## src/rtl/instr_encoder.sv

```systemverilog
// MIPS-subset instruction encoder feeding an instruction-memory write port.
// Each accepted descriptor is encoded into a 32-bit word and written to the
// next memory slot; the write pointer wraps after 256 words and the encoder
// then stalls in FULL until cleared.
//
//   state | meaning
//   ------+------------------------------------------------------------
//   IDLE  | ready for a descriptor (inReady=1)
//   WRITE | memWrite=1 for one cycle at memAddr = write pointer
//   FULL  | 256 words written; descriptors ignored until clear/reset
module instr_encoder (
   input  logic        clock,
   input  logic        reset,
   input  logic        clear,
   input  logic        inValid,
   output logic        inReady,
   input  logic [4:0]  opSel,
   input  logic [4:0]  rs,
   input  logic [4:0]  rt,
   input  logic [4:0]  rd,
   input  logic [4:0]  shamt,
   input  logic [15:0] imm,
   input  logic [25:0] target,
   output logic        memWrite,
   output logic [7:0]  memAddr,
   output logic [31:0] memData,
   output logic [8:0]  count,
   output logic        full,
   output logic        errFlag
);

   typedef enum logic [1:0] {
      IDLE  = 2'd0,
      WRITE = 2'd1,
      FULL  = 2'd2
   } state_t;

   localparam logic [4:0] OP_SLL = 5'd7;
   localparam logic [4:0] OP_SRL = 5'd8;
   localparam logic [4:0] OP_JR  = 5'd11;
   localparam logic [4:0] OP_LUI = 5'd15;

   state_t      state_q;
   logic [7:0]  ptr_q;
   logic [8:0]  count_q;
   logic        mem_write_q;
   logic [31:0] mem_data_q;
   logic        err_q;

   logic        legal_d;
   logic        rtype_d;
   logic        jtype_d;
   logic [5:0]  opcode_d;
   logic [5:0]  funct_d;
   logic [4:0]  f_rs_d;
   logic [4:0]  f_rt_d;
   logic [4:0]  f_rd_d;
   logic [4:0]  f_sh_d;
   logic [31:0] enc_d;

   // Decode opSel into format, opcode/funct and legality.
   always_comb begin
      legal_d  = 1'b1;
      rtype_d  = 1'b0;
      jtype_d  = 1'b0;
      opcode_d = 6'b000000;
      funct_d  = 6'b000000;
      case (opSel)
         5'd0:  begin rtype_d = 1'b1; funct_d = 6'b100000; end // add
         5'd1:  begin rtype_d = 1'b1; funct_d = 6'b100001; end // addu
         5'd2:  begin rtype_d = 1'b1; funct_d = 6'b100100; end // and
         5'd3:  begin rtype_d = 1'b1; funct_d = 6'b100111; end // nor
         5'd4:  begin rtype_d = 1'b1; funct_d = 6'b100101; end // or
         5'd5:  begin rtype_d = 1'b1; funct_d = 6'b101010; end // slt
         5'd6:  begin rtype_d = 1'b1; funct_d = 6'b101011; end // sltu
         5'd7:  begin rtype_d = 1'b1; funct_d = 6'b000000; end // sll
         5'd8:  begin rtype_d = 1'b1; funct_d = 6'b000010; end // srl
         5'd9:  begin rtype_d = 1'b1; funct_d = 6'b100010; end // sub
         5'd10: begin rtype_d = 1'b1; funct_d = 6'b100011; end // subu
         5'd11: begin rtype_d = 1'b1; funct_d = 6'b001000; end // jr
         5'd12: opcode_d = 6'b100100; // lbu
         5'd13: opcode_d = 6'b100101; // lhu
         5'd14: opcode_d = 6'b110000; // ll
         5'd15: opcode_d = 6'b001111; // lui
         5'd16: opcode_d = 6'b100011; // lw
         5'd17: opcode_d = 6'b101000; // sb
         5'd18: opcode_d = 6'b101001; // sh
         5'd19: opcode_d = 6'b101011; // sw
         5'd20: opcode_d = 6'b001000; // addi
         5'd21: opcode_d = 6'b001001; // addiu
         5'd22: opcode_d = 6'b001100; // andi
         5'd23: opcode_d = 6'b001101; // ori
         5'd24: opcode_d = 6'b001010; // slti
         5'd25: opcode_d = 6'b001011; // sltiu
         5'd26: opcode_d = 6'b000100; // beq
         5'd27: opcode_d = 6'b000101; // bne
         5'd28: begin jtype_d = 1'b1; opcode_d = 6'b000011; end // jal
         5'd29: begin jtype_d = 1'b1; opcode_d = 6'b000010; end // j
         default: legal_d = 1'b0;
      endcase
   end

   // Zero the fields an op does not use, then assemble the word.
   always_comb begin
      f_rs_d = rs;
      f_rt_d = rt;
      f_rd_d = rd;
      f_sh_d = 5'd0;
      if (opSel == OP_SLL || opSel == OP_SRL) begin
         f_rs_d = 5'd0;
         f_sh_d = shamt;
      end
      if (opSel == OP_JR) begin
         f_rt_d = 5'd0;
         f_rd_d = 5'd0;
      end
      if (opSel == OP_LUI) begin
         f_rs_d = 5'd0;
      end
      if (rtype_d) begin
         enc_d = {6'b000000, f_rs_d, f_rt_d, f_rd_d, f_sh_d, funct_d};
      end else if (jtype_d) begin
         enc_d = {opcode_d, target};
      end else begin
         enc_d = {opcode_d, f_rs_d, f_rt_d, imm};
      end
   end

   // Sequencer: accept, write one cycle, advance pointer/count, stall when full.
   always_ff @(posedge clock) begin
      if (reset) begin
         state_q     <= IDLE;
         ptr_q       <= 8'd0;
         count_q     <= 9'd0;
         mem_write_q <= 1'b0;
         mem_data_q  <= 32'd0;
         err_q       <= 1'b0;
      end else if (clear) begin
         // A write in flight has already been presented for its full cycle.
         state_q     <= IDLE;
         ptr_q       <= 8'd0;
         count_q     <= 9'd0;
         mem_write_q <= 1'b0;
         err_q       <= 1'b0;
      end else begin
         case (state_q)
            IDLE: begin
               if (inValid) begin
                  if (legal_d) begin
                     mem_data_q  <= enc_d;
                     mem_write_q <= 1'b1;
                     state_q     <= WRITE;
                  end else begin
                     err_q <= 1'b1;
                  end
               end
            end
            WRITE: begin
               mem_write_q <= 1'b0;
               ptr_q       <= ptr_q + 8'd1;
               count_q     <= count_q + 9'd1;
               if (count_q == 9'd255) begin
                  state_q <= FULL;
               end else begin
                  state_q <= IDLE;
               end
            end
            FULL: begin
               state_q <= FULL;
            end
            default: begin
               state_q     <= IDLE;
               mem_write_q <= 1'b0;
            end
         endcase
      end
   end

   assign inReady  = (state_q == IDLE);
   assign full     = (state_q == FULL);
   assign memWrite = mem_write_q;
   assign memAddr  = ptr_q;
   assign memData  = mem_data_q;
   assign count    = count_q;
   assign errFlag  = err_q;

endmodule

```

## config.mk

```make
export PLATFORM = sky130hd
export DESIGN_NAME = instr_encoder
export DESIGN_NICKNAME = d
export VERILOG_FILES = /design/src/rtl/instr_encoder.sv
export SDC_FILE = /design/constraint.sdc
export NUM_CORES = 1
export LEC_CHECK = 0
export ABC_AREA = 1
export CAP_MARGIN = 10
export CORE_MARGIN = 3
export CORE_UTILIZATION = 49
export CTS_BUF_LIST = sky130_fd_sc_hd__clkbuf_8
export DETAILED_ROUTE_END_ITERATION = 10
export GPL_TIMING_DRIVEN = 0
export HOLD_SLACK_MARGIN = 0.02
export PLACE_DENSITY = 0.93
export SYNTH_ARGS = -nofsm -noshare
export SYNTH_HDL_FRONTEND = slang
export SYNTH_SLANG_ARGS = --single-unit
```

## constraint.sdc

```tcl
create_clock -name clock -period 4.1 [get_ports clock]
set_input_delay 0.82 -clock clock [delete_from_list [all_inputs] [get_ports clock]]
set_output_delay 0.82 -clock clock [all_outputs]
set_load 0.03 [all_outputs]
```

# After elaboration in Yosys (flattened, before gate mapping)
# Index checks and enable logic that the tools add are counted.
# Widths: inputs -> output; s select.
word_totals:
  latchBits: 0
  out_inout_bits: 53
  wordCells: 75
  mem_bits_rw: 0
  reg_bits: 53
  romBits: 0
  mem_count: 0
op_classes:
  bitwise: 3
  shift: 0
  eq_ne: 34
  mux: 19
  mul: 0
  magnitude_cmp: 0
  n_reduce_logical: 11
  div_mod_pow: 0
  addsub: 2
op_table:
  columns: ["op", "n"]
  rows:
  - ["$pmux 6 s18", 1]
  - ["$eq 5x5->1 const B", 14]
  - ["$pmux 6 s11", 1]
  - ["$eq 5x4->1 const B", 8]
  - ["$mux 32", 1]
  - ["$reduce_or 30->1", 1]
  - ["$mux 26", 1]
  - ["$mux 5", 5]
  - ["$eq 5x3->1 const B", 4]
  - ["$reduce_or 12->1", 1]
  - ["$eq 5x2->1 const B", 2]
  - ["$add 9x1->9 const B", 1]
  - ["$eq 9x8->1 const B", 1]
  - ["$add 8x1->8 const B", 1]
  - ["$mux 2", 3]
  - ["$pmux 2 s3", 1]
  - ["$reduce_and 3->1", 2]
  - ["$eq 5x1->1 const B", 1]
  - ["$logic_not 5->1", 1]
  - ["$mux 1", 5]
  - ["$reduce_and 4->1", 1]
  - ["$reduce_or 2->1", 2]
  - ["$not 1->1", 3]
  - ["$eq 2x1->1 const B", 1]
  - ["7 further kinds", 7]

# Logic depth before layout (Yosys ltp)
# Gate-level depths: netlist of run 1.
depth:
  ltp_word: 6
  depth_mapped: 15
  depth_no_buf: 13

# Worst setup path before layout of run 1
# No wires, ideal clock.
synth_timing:
  path_kind: "input to register"
  from: "input port opSel[1]"
  to: "register mem_data_q[10], in the netlist memData[10]"
  arrival_ns: 2.119
  path_buffers: 2
  setup_slack_ns: 1.868
  cell_stages: 12
  t_required_ns: 3.987
  cell_sequence: "buf_2 -> nor2_1 -> nand3_1 -> nand2_2 -> nor2_1 -> nand2_1 -> nor2_4 -> nand2_4 -> nand2_2 -> buf_6 -> nor2_1 -> nor2_1"
synth_between:
  elab_chain_cells: 5
  elab_cells_between_ends: 41
  classes_between: "eq/ne: 29; mux: 6; reduce/logical: 6"
synth_rtl:
  columns: ["item", "line_no", "source"]
  rows:
  - ["from (decl)", "17", "input logic [4:0] opSel,"]
  - ["parallel branches: the longest is 5 deep, another holds $reduce_or 30->1", null, null]
  - ["to (signal assigned)", "150", "mem_data_q <= enc_d;"]
  - ["to (decl)", "47", "logic [31:0] mem_data_q;"]
# Parallel ways; which one is timed is not known.
# A chain may end at the register's enable or synchronous reset.

# Worst setup path after layout of run 1
layout_timing:
  from: "input port opSel[2]"
  to: "register mem_data_q[10], in the netlist memData[10]"
# Same word-level chain as after synthesis.

==> results of run 1 <==
==> registers in the layout, indices dropped and copies added (netlist names) <==
signal    cells
memData      32
count         9
memAddr       8
state_q       2
errFlag       1
memWrite      1
==> logic make-up after synthesis <==
family                     count (synthesis)  synth area share [%]
adders and majority gates                  3                  1.17
xor gates and xnor gates                   1                 0.272
buffers and inverters                     84                  10.7
and+or+nand+nor                          374                  49.2
AOI/OAI and AO/OA                         34                  5.64
DFF                                       53                  33.0
==> power groups by stage <==
stage / clock (W) / combinational (W) / sequential, W
floorplan: 0 / 0.000164 / 0.000617
global placement: 0 / 0.000368 / 0.000566
detailed placement: 0 / 0.000376 / 0.000567
CTS: 0.000364 / 0.000380 / 0.000556
global route: 0.000386 / 0.000419 / 0.000558
finish: 0.000363 / 0.000382 / 0.000556
==> metal layers <==
layer	vias up	GRT usage [%]	routed length, um
li1	1961	-	-
met1	1757	32.2	4130
met2	149	48.8	5190
met3	20	6.62	800
met4	0	9.49	191
met5	-	0	0
==> cell type report <==
type,instances,area share (%)
multi-input combinational,412,39.1
timing repair buffer,121,26.1
clock inverter,3,0.944
sequential,53,22.9
tap,75,2.02
inverter,67,5.42
buffer,17,2.02
clock buffer,5,1.48
==> Yosys cell counts <==
| cell type | count | area [um2] |
|---|---|---|
| a211oi_1 | 1 | 7.51 |
| a21oi_1 | 18 | 90.1 |
| a31oi_1 | 1 | 6.26 |
| a32o_1 | 1 | 10.0 |
| buf_2 | 6 | 30.0 |
| buf_4 | 2 | 15.0 |
| buf_6 | 2 | 22.5 |
| clkbuf_1 | 7 | 26.3 |
| clkinv_1 | 2 | 7.51 |
| dfxtp_1 | 53 | 1060 |
| ha_1 | 3 | 37.5 |
| inv_1 | 60 | 225 |
| inv_2 | 5 | 18.8 |
| nand2_1 | 210 | 788 |
| nand2_2 | 5 | 31.3 |
| nand2_4 | 1 | 11.3 |
| nand3_1 | 32 | 160 |
| nand3_2 | 1 | 10.0 |
| nand4_1 | 18 | 113 |
| nor2_1 | 83 | 312 |
| nor2_2 | 5 | 31.3 |
| nor2_4 | 4 | 45.0 |
| nor3_1 | 12 | 60.1 |
| nor3_2 | 1 | 10.0 |
| nor3b_1 | 1 | 7.51 |
| nor4_1 | 1 | 6.26 |
| o21a_1 | 1 | 7.51 |
| o21ai_0 | 12 | 60.1 |
| xor2_1 | 1 | 8.76 |
==> stage by stage <==
stage | setup WS, ps | std cells
after global routing | 1090 | 753
final | 1290 | 753
after global placement | 1090 | 745
after floorplan | 1870 | 549
after CTS | 1340 | 753
after detailed placement | 1060 | 745
==> final timing paths <==
kind,start,end
hold reg to reg,memData[28]$_SDFFE_PP0P_,memData[28]$_SDFFE_PP0P_
hold / removal,memData[28]$_SDFFE_PP0P_,memData[28]$_SDFFE_PP0P_
setup / recovery,opSel[2],memData[10]$_SDFFE_PP0P_
setup reg to reg,state_q[1]$_SDFFE_PP0P_,memData[15]$_SDFFE_PP0P_
==> worst register-to-register path: cells and delay by family, from the launching register on <==
family	cells	cell delay, ps
buffers and inverters	3	440
AND/OR/NAND/NOR	6	1070
flip-flops	1	350
==> metrics.yaml, run 1 <==
placement:
  hpwl_um: 7960
  routabilityCongestion: 0.895
  port_buffers: 121
  post_dp_cell_area_mm2: 0.00452
cells_and_area:
  final_util_pct: 75.6
  final_nets: 751
  drive_gt1_share_pct: 5.90
  final_common_cell: "nand2_1"
  final_cell_mix: "nand2_1, clkdlybuf4s50_1, nor2_1, inv_1, dfxtp_1"
  regArea_mm2: 0.00106
  fin_area_mm2: 0.00464
  antennaDiodeCount: 0
  multiInputGateArea_mm2: 0.00181
  n_fill_cell: 519
  area_growth_pct: 44.0
worst_setup_path:
  cp_num_buf_inv: 2
  cp_cell_sequence: "clkdlybuf4s50_1, nor2_1, nand3_1, nand2_1, nand2_1, nand3_1, inv_1, nand2_1, nand2_1, nor2_1, nor2_1"
  rr_worst_depth: 9
  crit_top_cell: "nand2_1"
  worstPathArrival_ps: 3020
  crit_path_max_fanout: 8
  path_depth: 11
  cp.required_ps: 4310
  cp-end-kind: "flip-flop"
  critPathSlowestCell: "clkdlybuf4s50_1"
  critPathKind: "input port to flip-flop"
  crit_family: "simple AND/OR/NAND/NOR gates"
  ff2ff_setup_slack_ps: 2130
  crit_path_max_incr_delay_ps: 540
  cp-start-kind: "input port"
global_routing:
  grt_pass1_wl_um: 16800
  grt_max_degree: 18
  antenna_found_initial: 0
  overflow: 0
  grt_pass1_vias: 3771
  grtUsageTotal_pct: 27.6
run_status:
  status: "completed"
floorplanning:
  die_h_um: 87.1
  die_w_um: 87.1
  core-area_mm2: 0.00613
  io_pins: 124
  dieArea_mm2: 0.00758
  rows: 28
  start_util_pct: 52.5
cts:
  cts_root_buffer: "clkbuf_8"
  ctsHoldBuffers: 0
  cts_resized: 0
  cts_num_sinks: 53
  clock_path_buffers: 2
  clk_pin_slew_ps: 90
  clock_latency_ps: 310
  cts_tree: "built"
  post-cts-setup-buffer-count: 0
  h-tree-depth: 2
  cts_inserted_buffers: 5
power:
  switching_share_pct: 31.6
  p_per_area_mw_per_mm2: 281
  p_clk_share_pct: 27.9
  finalPower_w: 0.00130
  comb_power_share_pct: 29.4
  p_sw_w: 0.000412
  internal_power_w: 0.000890
  ir_drop_v: 0.000217
  leakage_nw: 2.19
  seq_power_share_pct: 42.7
yosys:
  synth.lib_cells_used.distinct: 29
  avgSynthCellArea_um2: 5.86
  netlist_area_mm2: 0.00322
  syn_inst: 549
  ys_warn_count: 0
  ys_seq_area_share_pct: 33.0
  syn-num-nets: 623
  synth-seq-cells: 53
sta:
  hold_viol: 0
  clock.fmax_mhz: 355
  tns_ps: 0
  tightest_slew_ps: 615
  setup-violations-final: 0
  slew_headroom_pct: 58.8
  finalCritPeriodShare_pct: 68.6
  fin_crit_ps: 2810
  skew_ps: 11.5
  slew_viol_final: 0
  hold_slack_ps: 472
  rsz0062_at_grt: "false"
flow_run:
  cap_violations: 0
route:
  firstDrtPassIters: 5
  antenna_left: 0
  detail_route.iter0.violations: 284
  drc: 0
  routed_wl_um: 10300
  vias: 3887
  wl_per_cell_um: 13.7
  vias_per_cell: 5.16
min_path:
  hold_path_depth: 2
  hold_path.class: "flip-flop to flip-flop"
Note: power is estimated with default switching activity, not from simulation.
==> inputs of run 2 (changes only) <==
--- a/config.mk
+++ b/config.mk
@@ -8,12 +8,12 @@
 export ABC_AREA = 1
 export CAP_MARGIN = 10
 export CORE_MARGIN = 3
-export CORE_UTILIZATION = 49
+export CORE_UTILIZATION = 46
 export CTS_BUF_LIST = sky130_fd_sc_hd__clkbuf_8
 export DETAILED_ROUTE_END_ITERATION = 10
 export GPL_TIMING_DRIVEN = 0
 export HOLD_SLACK_MARGIN = 0.02
-export PLACE_DENSITY = 0.93
+export PLACE_DENSITY = 0.88
 export SYNTH_ARGS = -nofsm -noshare
 export SYNTH_HDL_FRONTEND = slang
 export SYNTH_SLANG_ARGS = --single-unit
==> constraint.sdc (replaced) <==
create_clock -name clock -period 2.7 [get_ports clock]
set_input_delay 0.54 -clock clock [delete_from_list [all_inputs] [get_ports clock]]
set_output_delay 0.54 -clock clock [all_outputs]
set_load 0.03 [all_outputs]
==> run 2 against run 1 <==
  * Die area rose by 6.1%
  * Clock power rose by 23%
  * Clock skew fell by 1.2 ps
  * Non-clock buffer count did not move
  * Worst setup slack got worse by 1000 ps
  * Via count fell by 3.1%
  * Final cell count rose by 2.4%
  * Critical path depth fell by 2
  * Sequential share of layout area barely moved
  * Final area barely moved
  * First-iteration DRC count fell by 49%
  * Highest routed layer unchanged
==> metrics.yaml, run 2 (synthesis gave the netlist of run 1 again) <==
worst_setup_path:
  cp.required_ps: 2900  # -1410 ps
  cp-start-kind: "input port"
  rr_worst_depth: 7  # -2
  cp-end-kind: "flip-flop"
  worstPathArrival_ps: 2630  # -390 ps
  critPathKind: "input port to flip-flop"
  crit_path_max_fanout: 10  # +2
  ff2ff_setup_slack_ps: 850  # -1280 ps
global_routing:
  antenna_found_initial: 0  # unchanged
  overflow: 0  # unchanged
  grt_max_degree: 17  # -1
  grtUsageTotal_pct: 23.7  # -3.8 points
  grt_pass1_vias: 3389  # -10%
  grt_pass1_wl_um: 15000  # -11%
cts:
  clock_path_buffers: 2  # unchanged
  cts_resized: 0  # unchanged
  cts_root_buffer: "clkbuf_8"
  clk_pin_slew_ps: 90  # about the same
  clock_latency_ps: 310  # about the same
  ctsHoldBuffers: 0  # unchanged
  cts_num_sinks: 53  # unchanged
  cts_tree: "built"
  cts_inserted_buffers: 5  # unchanged
  h-tree-depth: 2  # unchanged
  post-cts-setup-buffer-count: 0  # unchanged
floorplanning:
  die_h_um: 89.7  # +3.0%
  die_w_um: 89.7  # +3.0%
  core-area_mm2: 0.00657  # +7.1%
  io_pins: 124  # unchanged
  rows: 29  # +3.6%
  start_util_pct: 49.0  # -3.5 points
  dieArea_mm2: 0.00804  # +6.1%
route:
  routed.top_layer: "met4"
  routed_wl_um: 9700  # -6.0%
  wl_met2_um: 4700  # -9.5%
  wl_met3_um: 682  # -15%
  firstDrtPassIters: 5  # unchanged
  drc: 0  # unchanged
  vias_per_cell: 4.88  # -5.4%
  antenna_left: 0  # unchanged
  met1_length_um: 4160  # +0.82%
  wl_per_cell_um: 12.6  # -8.2%
  detail_route.iter0.violations: 146  # -49%
  vias: 3765  # -3.1%
sta:
  fin_crit_ps: 2430
  rsz0062_at_grt: "false"
  clock.fmax_mhz: 412
  tns_ps: 0  # unchanged
  skew_ps: 10.3  # -1.19 ps
  hold_viol: 0  # unchanged
  setup-violations-final: 0  # unchanged
  finalCritPeriodShare_pct: 90.0
  slew_headroom_pct: 56.8  # -2.0 points
  slew_viol_final: 0  # unchanged
  tightest_slew_ps: 649  # +33.9 ps
  hold_slack_ps: 472  # +0.575 ps
power:
  p_per_area_mw_per_mm2: 402  # +43%
  ir_drop_v: 0.000230  # +6.1%
  leakage_nw: 2.18  # -0.40%
cells_and_area:
  n_fill_cell: 611  # +18%
  fin_area_mm2: 0.00463  # about the same
  final_nets: 751  # unchanged
  largest_reg_flops: 32  # unchanged
  area_growth_pct: 43.9  # about the same
  drive_gt1_share_pct: 5.75  # -0.15 points
  final_cell_mix: "nand2_1, clkdlybuf4s50_1, nor2_1, inv_1, dfxtp_1"
  final_common_cell: "nand2_1"
  antennaDiodeCount: 0  # unchanged
run_status:
  status: "completed"
placement:
  post_dp_cell_area_mm2: 0.00455  # +0.50%
  port_buffers: 121  # unchanged
  hpwl_um: 7690  # -3.3%
  routabilityCongestion: 0.900  # +0.47%
min_path:
  hold_path.class: "flip-flop to flip-flop"
  hold_path_depth: 2  # unchanged
flow_run:
  cap_violations: 0  # unchanged
[run 2: cell types whose count changed in the layout (fill, tap and decap cells not counted)]
| cell | delta |
|---|---|
| inv_1 | +1 |
| bufinv_16 | -1 |
[run 2: final cells by class]
class / count / area (um2) / share of cell area [%]
Multi-Input combinational cell: 412 / 1810 / 39.1
Clock inverter: 3 / 17.5 / 0.378
Inverter: 67 / 251 / 5.43
Timing Repair Buffer: 121 / 1210 / 26.1
Tap cell: 93 / 116 / 2.51
Sequential cell: 53 / 1060 / 22.9
Clock buffer: 5 / 68.8 / 1.49
Buffer: 17 / 93.8 / 2.03
[run 2: report_power, final]
| group | switching, W | internal, W |
|---|---|---|
| combinational | 0.000321 | 0.000251 |
| sequential | 0.0000219 | 0.000821 |
| clock | 0.000264 | 0.000182 |
[run 2: worst max-delay path, stage by stage]
cell	delay, ps
clkdlybuf4s50_1	590
buf_4	210
nand3_1	110
nor2_1	220
buf_2	270
clkbuf_1	380
nor2_1	100
nor2_1	150
nor2_1	60
[run 2: final timing paths]
path / end / start
max: memData[17]$_SDFFE_PP0P_ / opSel[4]
min: errFlag$_SDFFE_PP0P_ / errFlag$_SDFFE_PP0P_
max reg2reg: memData[25]$_SDFFE_PP0P_ / state_q[1]$_SDFFE_PP0P_
min reg2reg: errFlag$_SDFFE_PP0P_ / errFlag$_SDFFE_PP0P_
[run 2: metal layers]
| layer | vias to the layer above | GRT usage, % |
|---|---|---|
| li1 | 1952 | - |
| met1 | 1654 | 29.5 |
| met2 | 146 | 42.1 |
| met3 | 13 | 4.65 |
| met4 | 0 | 5.41 |
| met5 | - | 0 |
[run 2: metrics by stage]
step	instances	worst slack (ps)	utilization (%)	total power [W]
4_1_cts	771	277	70.5	0.00187
3_3_place_gp	763	-45.2	69.2	0.00142
6_report	771	271	70.5	0.00186
5_1_grt	771	62.8	70.5	0.00196
2_1_floorplan	549	748	-	0.00119
3_5_place_dp	763	-37.8	69.2	0.00143
==> inputs of run 3 (changes only) <==
--- a/config.mk
+++ b/config.mk
@@ -5,15 +5,14 @@
 export SDC_FILE = /design/constraint.sdc
 export NUM_CORES = 1
 export LEC_CHECK = 0
-export ABC_AREA = 1
 export CAP_MARGIN = 10
 export CORE_MARGIN = 3
-export CORE_UTILIZATION = 46
+export CORE_UTILIZATION = 43
 export CTS_BUF_LIST = sky130_fd_sc_hd__clkbuf_8
 export DETAILED_ROUTE_END_ITERATION = 10
 export GPL_TIMING_DRIVEN = 0
 export HOLD_SLACK_MARGIN = 0.02
-export PLACE_DENSITY = 0.88
+export PLACE_DENSITY = 0.87
 export SYNTH_ARGS = -nofsm -noshare
 export SYNTH_HDL_FRONTEND = slang
 export SYNTH_SLANG_ARGS = --single-unit
==> constraint.sdc (replaced) <==
create_clock -name clock -period 2.7 [get_ports clock]
set_input_delay 0.54 -clock clock [delete_from_list [all_inputs] [get_ports clock]]
set_output_delay 0.54 -clock clock [all_outputs]
set_load 0.01 [all_outputs]
==> run 3 against run 2 <==
  * Via count shrank 22%
  * Total power shrank 4.7%
  * Fmax grew 5.0%
  * Synthesized area shrank 14%
  * First-iteration DRC count is the same
  * Routed wire length shrank 8.0%
  * Combinational power shrank 32%
  * Critical path depth shrank 2
  * Worst setup slack gained 120 ps
  * Critical path type unchanged
  * Largest power group unchanged
  * Highest routed layer unchanged
==> metrics.yaml, run 3 <==
worst_setup_path:
  crit_family: "buffers and inverters"
  r2r-start: "state_q[0]$_SDFFE_PP0P_"
  cp_num_buf_inv: 3  # -1
  crit_path_max_fanout: 10  # unchanged
  crit_start: "opSel[2]"
  cp-start-kind: "input port"
  ff2ff_setup_slack_ps: 670  # -180 ps
  critPathSlowestCell: "clkdlybuf4s50_1"
  cp.required_ps: 2920  # +20 ps
  worstPathArrival_ps: 2530  # -100 ps
  rr_worst_depth: 5  # -2
  r2r-end: "memData[11]$_SDFFE_PP0P_"
  cp-end-kind: "flip-flop"
  critPathKind: "input port to flip-flop"
  crit_path_max_incr_delay_ps: 580  # about the same
  cp_cell_sequence: "clkdlybuf4s50_1, buf_2, nand4_1, nand2_1, clkbuf_1, a221oi_1, nor3_1"
route:
  routed_wl_um: 8920  # -8.0%
  drc: 0  # unchanged
  firstDrtPassIters: 4  # -1
  vias: 2925  # -22%
  wl_per_cell_um: 17.2  # +36%
  antenna_left: 0  # unchanged
  vias_per_cell: 5.63  # +15%
  detail_route.iter0.violations: 146  # unchanged
cts:
  post-cts-setup-buffer-count: 0  # unchanged
  h-tree-depth: 2  # unchanged
  cts_tree: "built"
  cts_inserted_buffers: 5  # unchanged
  cts_root_buffer: "clkbuf_8"
  ctsHoldBuffers: 0  # unchanged
  clock_latency_ps: 300  # about the same
  cts_resized: 0  # unchanged
  clock_path_buffers: 2  # unchanged
  cts_num_sinks: 53  # unchanged
  clk_pin_slew_ps: 90  # about the same
cells_and_area:
  final_cell_mix: "clkdlybuf4s50_1, dfxtp_1, nor2_1, nand2_1"
  largest_reg_flops: 32  # unchanged
  antennaDiodeCount: 0  # unchanged
  final_common_cell: "clkdlybuf4s50_1"
  drive_gt1_share_pct: 9.89  # +4.1 points
  final_nets: 518  # -31%
  n_fill_cell: 490  # -20%
  fin_area_mm2: 0.00419  # -9.5%
  area_growth_pct: 52.4
yosys:
  synth.most_common_cell: "dfxtp_1"
  synth_top_area_share_pct: 38.5  # +5.6 points
  synth_area_leaders: "dfxtp_1, nor2_1, a221oi_1"
  avgSynthCellArea_um2: 8.77  # +49%
  synth_edf_count: 0  # unchanged
  async_flop_share_pct: 0  # unchanged
  syn_inst: 314  # -43%
  ys.flop_type: "dfxtp_1"
  netlist_area_mm2: 0.00275  # -14%
  syn-num-nets: 388  # -38%
  synth_area_leader_cell: "dfxtp_1"
  ys_warn_count: 0  # unchanged
  synth-seq-cells: 53  # unchanged
  synth.lib_cells_used.distinct: 55  # +90%
  synth_common_cells: "dfxtp_1, nor2_1, nand2_1"
  ys_seq_area_share_pct: 38.5  # +5.6 points
sta:
  slew_headroom_pct: 62.1  # +5.3 points
  finalCritPeriodShare_pct: 85.7  # -4.3 points
  fin_crit_ps: 2310  # -116 ps
  tns_ps: 0  # unchanged
  rsz0062_at_grt: "false"
  clock.fmax_mhz: 432  # +5.0%
  slew_viol_final: 0  # unchanged
  skew_ps: 8.47  # -1.87 ps
  tightest_slew_ps: 563  # -85.8 ps
  hold_viol: 0  # unchanged
  setup-violations-final: 0  # unchanged
run_status:
  status: "completed"
placement:
  hpwl_um: 6930  # -9.9%
  port_buffers: 123  # +1.7%
  post_dp_cell_area_mm2: 0.00408  # -10%
  routabilityCongestion: 0.951  # +5.7%
global_routing:
  grt_pass1_vias: 2927  # -14%
  antenna_found_initial: 0  # unchanged
  grtUsageTotal_pct: 23.6  # -0.089 points
  grt_max_degree: 16  # -1
  overflow: 0  # unchanged
  grt_pass1_wl_um: 14000  # -6.6%
floorplanning:
  dieArea_mm2: 0.00740  # -8.0%
  die_h_um: 86.0  # -4.1%
  rows: 28  # -3.4%
  start_util_pct: 45.4  # -3.6 points
  io_pins: 124  # unchanged
  core-area_mm2: 0.00606  # -7.7%
  die_w_um: 86.0  # -4.1%
power:
  p_per_area_mw_per_mm2: 423  # +5.3%
  leakage_nw: 1.54  # -29%
  ir_drop_v: 0.000474  # +110%
  finalPower_w: 0.00177  # -4.7%
min_path:
  hold_path.class: "flip-flop to flip-flop"
  min_to: "memData[27]$_SDFFE_PP0P_"
  hold_path_depth: 2  # unchanged
  hp-start: "memData[27]$_SDFFE_PP0P_"
flow_run:
  cap_violations: 0  # unchanged
## run 3: metrics by stage
stage | cells | util (%) | hold WS (ps) | worst slack (ps)
floorplan | 314 | - | 476 | 965
global placement | 512 | 67.3 | 440 | 131
detailed placement | 512 | 67.3 | 456 | 86.3
CTS | 520 | 69.2 | 474 | 402
global route | 520 | 69.2 | 497 | 261
finish | 520 | 69.2 | 475 | 387
## run 3: cell type report
class                           count  area [um2]  area share [%]
Buffer                             24         115            2.74
Clock buffer                        6        82.6            1.97
Clock inverter                      2        33.8           0.805
Inverter                            7        26.3           0.626
Multi-Input combinational cell    230        1550            37.0
Sequential cell                    53        1060            25.3
Tap cell                           75        93.8            2.24
Timing Repair Buffer              123        1230            29.4
## run 3: power breakdown
group          internal (W)  switching (W)
Combinational      0.000215       0.000176
Sequential         0.000813      0.0000166
Clock              0.000299       0.000254
Total               0.00133       0.000447
## run 3: logic make-up after synthesis
family          share of synthesized area [%]
compound gates                           18.8
fa+ha+maj                                1.36
simple gates                             25.2
xor+xnor                                 5.73
flops                                    38.5
buf+inv                                  5.14
mux                                      5.23
## run 3: layer usage
| layer | share of wire [%] | wire [um] | global-route usage (%) | vias to the layer above |
|---|---|---|---|---|
| li1 | - | - | - | 1413 |
| met1 | 41 | 3700 | 29.4 | 1406 |
| met2 | 52 | 4640 | 42.2 | 92 |
| met3 | 4.7 | 419 | 3.55 | 14 |
| met4 | 1.9 | 167 | 6.47 | 0 |
| met5 | 0 | 0 | 0 | - |
## run 3: worst max path at each step
stage | to | cells past startpoint
floorplan | memData[10]$_SDFFE_PP0P_ | 4
global placement | memData[11]$_SDFFE_PP0P_ | 6
detailed placement | memData[11]$_SDFFE_PP0P_ | 6
CTS | memData[11]$_SDFFE_PP0P_ | 6
global route | memData[11]$_SDFFE_PP0P_ | 6
finish | memData[18]$_SDFFE_PP0P_ | 7
## run 3: worst reg2reg max path, cell delays in order (launching register included)
cell,delay [ps]
dfxtp_1,390
nor4b_4,470
nand2_1,280
clkbuf_1,290
a221oi_1,380
nor3_1,100
==> RTL edit 1, RTL diff (flow settings as in run 1) <==
One comparison of `count_q` changes from == to >=.
--- a/src/rtl/instr_encoder.sv
+++ b/src/rtl/instr_encoder.sv
@@ -160,5 +160,5 @@
                ptr_q       <= ptr_q + 8'd1;
                count_q     <= count_q + 9'd1;
-               if (count_q == 9'd255) begin
+               if (count_q >= 9'd255) begin
                   state_q <= FULL;
                end else begin
Behaviour: same outputs for any inputs over 4 cycles, from zero or initial values and one cycle with reset high; that may be too few to reach the edited logic, so the function may still have changed.
==> RTL edit 1 against run 1 <==
  * Clock skew shrank 5.7 ps
  * Synthesized cell count decreased by 5.1%
  * Wire length rose by 5.2%
  * Area after synthesis increased by 5.4%
  * First-iteration DRC count shrank 20%
  * Total power grew 3.7%
  * Via count is 0.18% higher
  * Sequential cell count unchanged
  * Setup slack better by 82 ps
  * Design area is 3.5% higher
  * Hold slack got worse by 3.5 ps
  * Count of clock-buffer cells in the layout unchanged
  * Critical path depth grew 1
==> RTL edit 1: results <==
INSERT INTO impl_metrics (metric_group, metric, value, unit) VALUES
('sta', 'max_slew.worst_pin.slew', '614', 'ps'),
('placement', 'gp_congestion', '0.913', ''),
('placement', 'postPlaceCellArea', '0.00469', 'mm^2'),
('placement', 'io_buffers', '120', ''),
('critical_path', 'reg2reg_setup_slack', '2250', 'ps'),
('yosys', 'yosysUniqueCellTypes', '36', ''),
('yosys', 'synth.area.top_cells', 'sky130_fd_sc_hd__dfxtp_1 31%, sky130_fd_sc_hd__nand2_1 16%, sky130_fd_sc_hd__nor2_1 8.1%, sky130_fd_sc_hd__nand3_1 7.2%, sky130_fd_sc_hd__inv_1 5.4%', ''),
('yosys', 'syn-num-nets', '595', ''),
('yosys', 'synth_mux_area_frac', '0.0365', ''),
('yosys', 'compound_cell_area_share_of_the_yosys_netlist', '0.0778', ''),
('power', 'power.static_leakage', '2.13', 'nW'),
('critical_path', 'critical_path_peak_fanout', '10', ''),
('finish', 'fill_cells', '524', ''),
('placement', 'place_worst_setup_slack', '1080', 'ps'),
('detailed_routing', 'drt-vias-per-instance', '5.36', ''),
('global_route', 'pin_count_of_the_biggest_net_entering_global_routing', '17', ''),
('yosys', 'post_synth_fa_ha_maj_area_fraction', '0.0111', ''),
('run_status', 'status', 'complete, no violations', ''),
('sta', 'fin_worst_skew', '5.78', 'ps'),
('finish', 'finish.cell_count_without_fillers', '726', '');
-- RTL edit 1: cell count changes in the layout (fill, tap and decap cells not counted), sizes merged, moves of 3 or more --
cell	change
o21ai	+5
nand3b	+5
nand4	-3
nand3	+22
mux2	+11
a21oi	+6
buf	+6
nand2	-61
nor2	-13
inv	-8
-- RTL edit 1: final cells by class --
class,instances,area [um^2],share of cell area
buffer,23,153,0.0318
timing repair buffer,120,1200,0.250
clock inverter,3,42.5,0.00886
sequential,53,1060,0.221
clock buffer,5,68.8,0.0143
inverter,58,220,0.0459
multi-input combinational,387,1960,0.408
tap,77,96.3,0.0201
-- RTL edit 1: critical path: cells and delay by family --
family | cells | cell delay [ps]
buffers and inverters | 2 | 750
AND/OR/NAND/NOR | 10 | 1370
-- RTL edit 1: worst max-delay path by stage --
stage                                     endpoint  slack (ps)  startpoint
final                     memData[14]$_SDFFE_PP0P_        1370    opSel[0]
after global routing      memData[23]$_SDFFE_PP0P_        1260    opSel[0]
after CTS                 memData[18]$_SDFFE_PP0P_        1410    opSel[2]
after detailed placement  memData[18]$_SDFFE_PP0P_        1080    opSel[2]
after global placement    memData[18]$_SDFFE_PP0P_        1080    opSel[2]
after floorplan           memData[10]$_SDFFE_PP0P_        1890    opSel[1]
-- RTL edit 1: power by group through the flow --
stage / registers (mW) / logic (mW) / clock network [mW]
2_1_floorplan: 0.620 / 0.200 / 0
3_3_place_gp: 0.569 / 0.413 / 0
3_5_place_dp: 0.570 / 0.421 / 0
4_1_cts: 0.558 / 0.423 / 0.367
5_1_grt: 0.561 / 0.462 / 0.386
6_report: 0.559 / 0.423 / 0.368
-- RTL edit 1: layer usage --
layer	part of all wire	track usage
met1	0.40	0.304
met2	0.48	0.477
met5	0	0
met3	0.093	0.0544
met4	0.031	0.124
==> RTL edit 2, RTL diff (config.mk and constraints of run 1) <==
Made on the original files. Add an input register stage for `target`; this delays it by one clock. The other inputs are not delayed to match.
--- a/src/rtl/instr_encoder.sv
+++ b/src/rtl/instr_encoder.sv
@@ -40,4 +40,10 @@
    localparam logic [4:0] OP_JR  = 5'd11;
    localparam logic [4:0] OP_LUI = 5'd15;
+
+   logic [25:0] target_q;
+
+   always_ff @(posedge clock) begin
+      target_q <= target;
+   end
 
    state_t      state_q;
@@ -121,5 +127,5 @@
          enc_d = {6'b000000, f_rs_d, f_rt_d, f_rd_d, f_sh_d, funct_d};
       end else if (jtype_d) begin
-         enc_d = {opcode_d, target};
+         enc_d = {opcode_d, target_q};
       end else begin
          enc_d = {opcode_d, f_rs_d, f_rt_d, imm};
Formal check against the unedited RTL: not equivalent (a bounded check fails within 4 cycles, from zero or initial values and one cycle with reset high).
==> RTL edit 2 against run 1 <==
  * Non-clock buffer count up 11
  * Clock skew down 3.1 ps
  * Via count up 12%
  * Cell count up 10%
  * Die area up 21%
  * Utilization down 4.6 points
  * Setup slack better by 150 ps
  * Design area up 19%
  * Area after synthesis up 22%
  * Wire length up 10%
  * Total power up 51%
  * Register-to-register slack better by 120 ps
  * Sequential cell count up 26
  * Critical path type unchanged
  * Critical endpoint is now memData[24]$_SDFFE_PP0P_
==> RTL edit 2: results <==
INSERT INTO impl_metrics (metric_group, metric, value, unit) VALUES
('global_route', 'via_count_of_the_first_global_routing_pass', '4171', ''),
('critical_path', 'cp.arrival', '2930', 'ps'),
('placement', 'gp_congestion', '0.892', ''),
('power', 'share_comb_of_total_power', '0.236', ''),
('global_route', 'pin_count_of_the_biggest_net_entering_global_routing', '16', ''),
('yosys', 'synth_cells', '589', ''),
('power', 'power.static_leakage', '2.53', 'nW'),
('yosys', 'syn-num-nets', '663', ''),
('run_status', 'status', 'complete, no violations', ''),
('yosys', 'post_synth_fa_ha_maj_area_fraction', '0.00953', ''),
('critical_path', 'timing.critical_path.max_delay_family', 'buffers and inverters', ''),
('yosys', 'yosysUniqueCellTypes', '37', ''),
('global_route', 'global_route_wire_length_before_repair', '18500', 'um'),
('clock_network', 'cts_inserted_buffers', '9', ''),
('power', 'ir_drop', '0.245', 'mV'),
('detailed_routing', 'drtIter0Drc', '268', ''),
('min_path', 'worst_hold_startpoint', 'memData[0]$_SDFFE_PP0P_', ''),
('yosys', 'compound_cell_area_share_of_the_yosys_netlist', '0.0997', ''),
('placement', 'postPlaceCellArea', '0.00529', 'mm^2'),
('yosys', 'synth.yosys.seq_area_share', '0.402', ''),
('critical_path', 'setup.worst_path.start', 'opSel[3]', ''),
('clock_network', 'cts_max_level', '3', ''),
('placement', 'io_buffers', '122', ''),
('global_route', 'grtUsageTotal', '0.255', ''),
('power', 'power.net_switching', '0.603', 'mW'),
('power', 'power_density_of_the_placed_cells', '357', 'mW/mm^2');
-- RTL edit 2: metal layers --
layer  global-route usage  up-vias  share of wire
met5                    0        -              0
met4                0.118        0          0.033
met3               0.0505       43          0.087
met2                0.444      227           0.49
met1                0.300     1963           0.39
li1                     -     2120              -
-- RTL edit 2: path summary, 6_finish.rpt --
| check | slack, ps | end | cells after the start |
|---|---|---|---|
| hold / removal | 470 | memData[0]$_SDFFE_PP0P_ | 2 |
| setup reg to reg | 2250 | memData[16]$_SDFFE_PP0P_ | 7 |
| setup / recovery | 1440 | memData[24]$_SDFFE_PP0P_ | 10 |
| hold reg to reg | 470 | memData[0]$_SDFFE_PP0P_ | 2 |
-- RTL edit 2: area by class of cell --
type                            count  area [um^2]  share of cell area
Buffer                             27          165              0.0300
Clock buffer                        9          124              0.0225
Sequential cell                    79         1580               0.287
Clock inverter                      7          103              0.0186
Timing Repair Buffer              122         1220               0.221
Inverter                           60          225              0.0408
Multi-Input combinational cell    423         1970               0.357
Tap cell                          102          128              0.0231
